`config.mk`:
```
export PLATFORM = sky130hd
export DESIGN_NAME = pool_seq_ctrl
export DESIGN_NICKNAME = d
export VERILOG_FILES = /design/src/rtl/pool_seq_ctrl.sv
export SDC_FILE = /design/constraint.sdc
export NUM_CORES = 2
export LEC_CHECK = 0
export CAP_MARGIN = 0
export CORE_AREA = 5 5 437 439
export DETAILED_ROUTE_END_ITERATION = 8
export DIE_AREA = 0 0 442 444
export DONT_BUFFER_PORTS = 1
export PLACE_DENSITY = 0.42
export RECOVER_POWER = 25
export SLEW_MARGIN = 30
export SYNTH_ARGS = -nofsm -noshare
export SYNTH_HDL_FRONTEND = slang
export SYNTH_SLANG_ARGS = --single-unit
export TNS_END_PERCENT = 30
```
`constraint.sdc`:
```
create_clock -name clk -period 4.1 [get_ports clk]
set_clock_uncertainty 0.05 [all_clocks]
set_input_delay 0.41 -clock clk [delete_from_list [all_inputs] [get_ports clk]]
set_output_delay 0.41 -clock clk [all_outputs]
set_load 0.01 [all_outputs]
```
`src/rtl/pool_seq_ctrl.sv`:
```
// Frame sequencer for a combinational 2x2 max-pool: collects a conv map from a byte stream, lets the
// pool datapath settle, captures it and streams the pooled bytes out; no input accepted while busy.
module pool_seq_ctrl #(
   parameter int DW     = 8,
   parameter int N_IN   = 108,
   parameter int N_OUT  = 27,
   parameter int SETTLE = 2
) (
   input  logic                clk,
   input  logic                rst_n,
   input  logic [DW-1:0]       in_data,
   input  logic                in_valid,
   input  logic                in_last,
   output logic                in_ready,
   output logic [N_IN*DW-1:0]  conv_lin,
   input  logic [N_OUT*DW-1:0] pool_lin,
   output logic [DW-1:0]       out_data,
   output logic                out_valid,
   output logic                out_last,
   input  logic                out_ready,
   output logic                busy,
   output logic                frame_done,
   output logic                frame_err,
   output logic [7:0]          frame_cnt
);

   localparam int WW = (SETTLE < 1) ? 1 : $clog2(SETTLE + 1);
   localparam logic [6:0]    IN_END   = 7'(N_IN - 1);
   localparam logic [4:0]    OUT_END  = 5'(N_OUT - 1);
   localparam logic [WW-1:0] SETTLE_V = WW'(SETTLE);

   typedef enum logic [1:0] {S_LOAD, S_WAIT, S_OUT} state_t;

   state_t               state, state_nx;
   logic [6:0]           in_cnt;
   logic [4:0]           out_cnt;
   logic [WW-1:0]        wait_cnt;
   logic                 armed;
   logic [N_OUT*DW-1:0]  result;
   logic                 in_fire, out_fire, in_at_end, out_at_end, settle_done;

   assign in_fire     = in_valid & in_ready;
   assign out_fire    = out_valid & out_ready;
   assign in_at_end   = (in_cnt == IN_END);
   assign out_at_end  = (out_cnt == OUT_END);
   assign settle_done = (state == S_WAIT) && (wait_cnt == SETTLE_V);

   always_ff @(posedge clk) begin
      if (!rst_n) begin
         state <= S_LOAD;
      end else begin
         state <= state_nx;
      end
   end

   always_comb begin
      state_nx = state;
      case (state)
         S_LOAD:  if (in_fire && in_at_end)   state_nx = S_WAIT;
         S_WAIT:  if (settle_done)            state_nx = S_OUT;
         S_OUT:   if (out_fire && out_at_end) state_nx = S_LOAD;
         default:                             state_nx = S_LOAD;
      endcase
   end

   // armed keeps in_ready low for the whole reset, even though state already reads LOAD
   always_comb begin
      in_ready  = armed && (state == S_LOAD);
      out_valid = (state == S_OUT);
      busy      = (state == S_WAIT) || (state == S_OUT);
      out_last  = (state == S_OUT) && out_at_end;
      out_data  = '0;
      for (int j = 0; j < N_OUT; j++) begin
         if (out_cnt == 5'(j)) out_data = result[j*DW +: DW];
      end
   end

   always_ff @(posedge clk) begin
      if (!rst_n) begin
         armed      <= 1'b0;
         in_cnt     <= '0;
         out_cnt    <= '0;
         wait_cnt   <= '0;
         conv_lin   <= '0;
         result     <= '0;
         frame_cnt  <= '0;
         frame_done <= 1'b0;
         frame_err  <= 1'b0;
      end else begin
         armed      <= 1'b1;
         frame_done <= 1'b0;
         frame_err  <= 1'b0;

         if (in_fire) begin
            for (int i = 0; i < N_IN; i++) begin
               if (in_cnt == 7'(i)) conv_lin[i*DW +: DW] <= in_data;
            end
            // a full count always closes the frame; a missing in_last is only flagged
            if (in_at_end) begin
               in_cnt    <= '0;
               frame_err <= ~in_last;
            end else if (in_last) begin
               in_cnt    <= '0;
               frame_err <= 1'b1;
            end else begin
               in_cnt <= in_cnt + 7'd1;
            end
         end

         if (state == S_WAIT) begin
            if (settle_done) begin
               wait_cnt <= '0;
               result   <= pool_lin;
            end else begin
               wait_cnt <= wait_cnt + WW'(1);
            end
         end

         if (out_fire) begin
            if (out_at_end) begin
               out_cnt    <= '0;
               frame_done <= 1'b1;
               frame_cnt  <= frame_cnt + 8'd1;
            end else begin
               out_cnt <= out_cnt + 5'd1;
            end
         end
      end
   end

endmodule

```
==> metrics.md <==
| Metric | Value |
|---|---|
| Placed wire-length estimate | `about 150000 um` |
| Most numerous cell in the Yosys netlist | `nand2_1` |
| Vias | `between 40000 and 50000` |
| Die Footprint | `just under 0.2 mm^2` |
| Area Growth Syn to Fin | `23.9%` |
| Ys async rst share | `0` |
| Failing checks | `capacitance limit, slew limit` |
| Die H | `between 400 and 500 um` |
| Final instance area | `~0.056 mm^2` |
| Pin count of the biggest net entering global routing | `around 730` |
| Routed length per instance | `about 27 um` |
| Pwr Density | `approximately 420 mW/mm^2` |
| Worst VDD drop | `~0.0003 V` |
| Fin crit period | `between 3000 and 4000 ps` |
| CTS buffer count | `135` |
| Root Buffer | `clkbuf_16` |
| Ratio of final minimum period to clock period | `0.969` |
| Share of the synthesized area in the top cell type | `0.486` |
| Leak Pwr | `around 0.019 uW` |
| Slew Limit Fails | `roughly 190` |
| Mapped Area | `about 0.046 mm^2` |
| Total design power | `24000 uW` |
| Commonest cells in the netlist | `nand2_1 (1356), dfxtp_1 (1107), a21boi_0 (968)` |
| ANT nets after route | `0` |
| Hold Violations, Final | `0` |
| Clock sink total | `approximately 1100` |
| Max Cap Viol | `1` |
| I/O Pins | `1115` |
| Synth area leaders | `dfxtp_1 (49%), a21boi_0 (16%), nand2_1 (11%)` |
| Non-filler cells in the finished layout | `8180` |
| WS Path Type | `reg -> out` |
| HP Class | `in -> reg` |
| Vias/cell | `slightly below 5` |
| DRC Markers | `0` |
| Htree depth | `4` |
| Vias in the first global route | `approximately 40000` |
| Mapped Nets | `5694` |
| Synthesized flop and latch total | `between 1000 and 1500` |
| Initial core utilization | `0.244` |
| Ys Warns | `0` |
| Final WL | `between 200000 and 250000 um` |
| Post-synth EDFFs | `0` |
| First-pass GRT wire length | `roughly 310000 um` |
| CTS clk-pin slew, worst paths | `60 ps` |
| CTS tree | `built` |
| Placement Cell Area | `0.0479 mm^2` |
| # rows | `159` |
| RD Place Congestion | `around 0.92` |
| Sequential area share after synthesis | `0.486` |
| Achievable frequency | `between 0.2 and 0.3 GHz` |
| Chip width | `442 um` |
| Maximum buffer depth of the clock tree | `3` |
| Initial DRC count | `approximately 3300` |
| Final setup vio count | `0` |
| Cell taking the most area after synthesis | `dfxtp_1` |
| GRT Overall Usage | `0.218` |
| Core box area | `0.187 mm^2` |
| Startpoint types | `register` |
| Worst-margin pin slew | `about 3500 ps` |
| Crit-path max FO | `11` |
| Status | `complete, but fails checks` |
| Final net count | `approximately 5800` |
| Syn_area_per_cell | `8.36 um^2` |
| Syn Inst Count | `about 5500` |
| Grt ovf | `0` |
| Fraction of layout cells with a size suffix above 1 | `0.0721` |
| Detailed Routing Iterations Pass 1 | `5` |
| Port buffer count | `0` |
| Worst path required time | `3640 ps` |
| Worst-Skew Late Latency | `between 700 and 800 ps` |
| Initial antenna violation count | `14` |
| Worst Path Arrival | `3510 ps` |
| CP Capture Type | `output pin` |
| Placed Cells | `~7600` |
| Post-synthesis cell type count | `a little over 80` |
| Dominant synthesized flop cell | `dfxtp_1` |
| Slew HR | `-1.34` |
-- cells in the final DEF (no fill, tap or decap), types with 6 or more instances in the layout --
cell type,count
dfxtp_1,1103
o211ai_1,10
o21ai_0,40
nor2b_2,7
and3_1,12
buf_4,101
nor2_1,64
o22ai_1,16
xor2_1,6
nor2b_1,131
nand3_1,782
a221oi_1,12
and2_1,16
buf_12,17
nor3_1,25
a21boi_0,968
dlygate4sd3_1,354
a21oi_1,57
clkbuf_1,37
clkbuf_16,135
clkbuf_8,24
o221ai_1,12
nand3b_1,6
nor4_1,6
bufinv_16,10
nand4_1,6
clkinv_2,13
and3_2,7
a22oi_1,11
inv_1,18
ha_1,10
nand2b_1,15
xnor2_1,6
buf_16,13
nand2_1,1356
mux2i_1,114
diode_2,9
clkinv_8,6
-- layout make-up --
type	count	area, um^2
Clock inverter	42	717
Sequential cell	1107	22200
Timing Repair Buffer	488	5030
Fill cell	19686	130000
Clock buffer	196	3850
Inverter	21	80.1
Antenna cell	9	22.5
Multi-Input combinational cell	3822	21500
Tap cell	2495	3120
-- per-layer routing --
layer  GRT usage  routed length [um]  part of all wire
met5           0                  13          0.000058
met1       0.250               87100              0.39
met2       0.374              110000              0.49
met4      0.0938               10800             0.048
met3      0.0654               17000             0.076
-- flip-flops by register name, summed over array words and instances (netlist names) --
| signal | cells |
|---|---|
| armed | 1 |
| conv_lin | 864 |
| frame_cnt | 8 |
| frame_done | 1 |
| frame_err | 1 |
| in_cnt | 7 |
| out_cnt | 5 |
| result | 216 |
| state | 2 |
| wait_cnt | 2 |
-- report_power, final --
| part | internal, uW | switching, uW | leakage (uW) |
|---|---|---|---|
| logic | 347 | 491 | 0.00738 |
| registers | 10800 | 11.5 | 0.00891 |
| clock network | 7240 | 5150 | 0.00221 |
-- final timing paths --
path,start,endpoint,slack [ps],cells after the start
worst max register to register,state[1],conv_lin[282],590,11
worst min-delay path,in_data[3],conv_lin[331],30,3
worst max-delay path,out_cnt[0],out_data[1],130,11
worst min register to register,result[204],result[204],420,2
-- repair_timing --
action                                 4_1_cts  5_1_grt
setup endpoints to repair                    8        6
hold buffers                               363        1
endpoints found under the hold margin     1104       21
gates resized for setup                     10       17
buffers inserted                             0        1
-- cell families after synthesis --
kind of cell               after synthesis  share of synthesized area
AOI/OAI and AO/OA                     1191                      0.193
xor gates and xnor gates                12                    0.00231
adders and majority gates               14                    0.00384
buffers and inverters                  522                     0.0462
DFF                                   1107                      0.486
muxes                                  114                     0.0250
and+or+nand+nor                       2491                      0.244
-- critical path, stage by stage, from the launching register on --
cell       delay (ps)
dfxtp_2           420
inv_1             120
ha_1              270
buf_4             190
buf_4             180
a22oi_1           200
a21oi_1            90
a221oi_1          360
o221ai_1          260
o2111ai_1         160
o211ai_1          240
buf_4             230
-- per-stage QoR --
step                       util  hold slack [ps]  setup slack, ps  TNS, ps
after detailed placement  0.256              411              617        0
after global routing      0.302             39.6            -10.2    -14.0
after CTS                 0.301             14.7             25.1        0
final                     0.302             32.8              125        0
after global placement    0.256              411              636        0
after floorplan               -              388              816        0
Note: power is estimated with default switching activity, not from simulation.
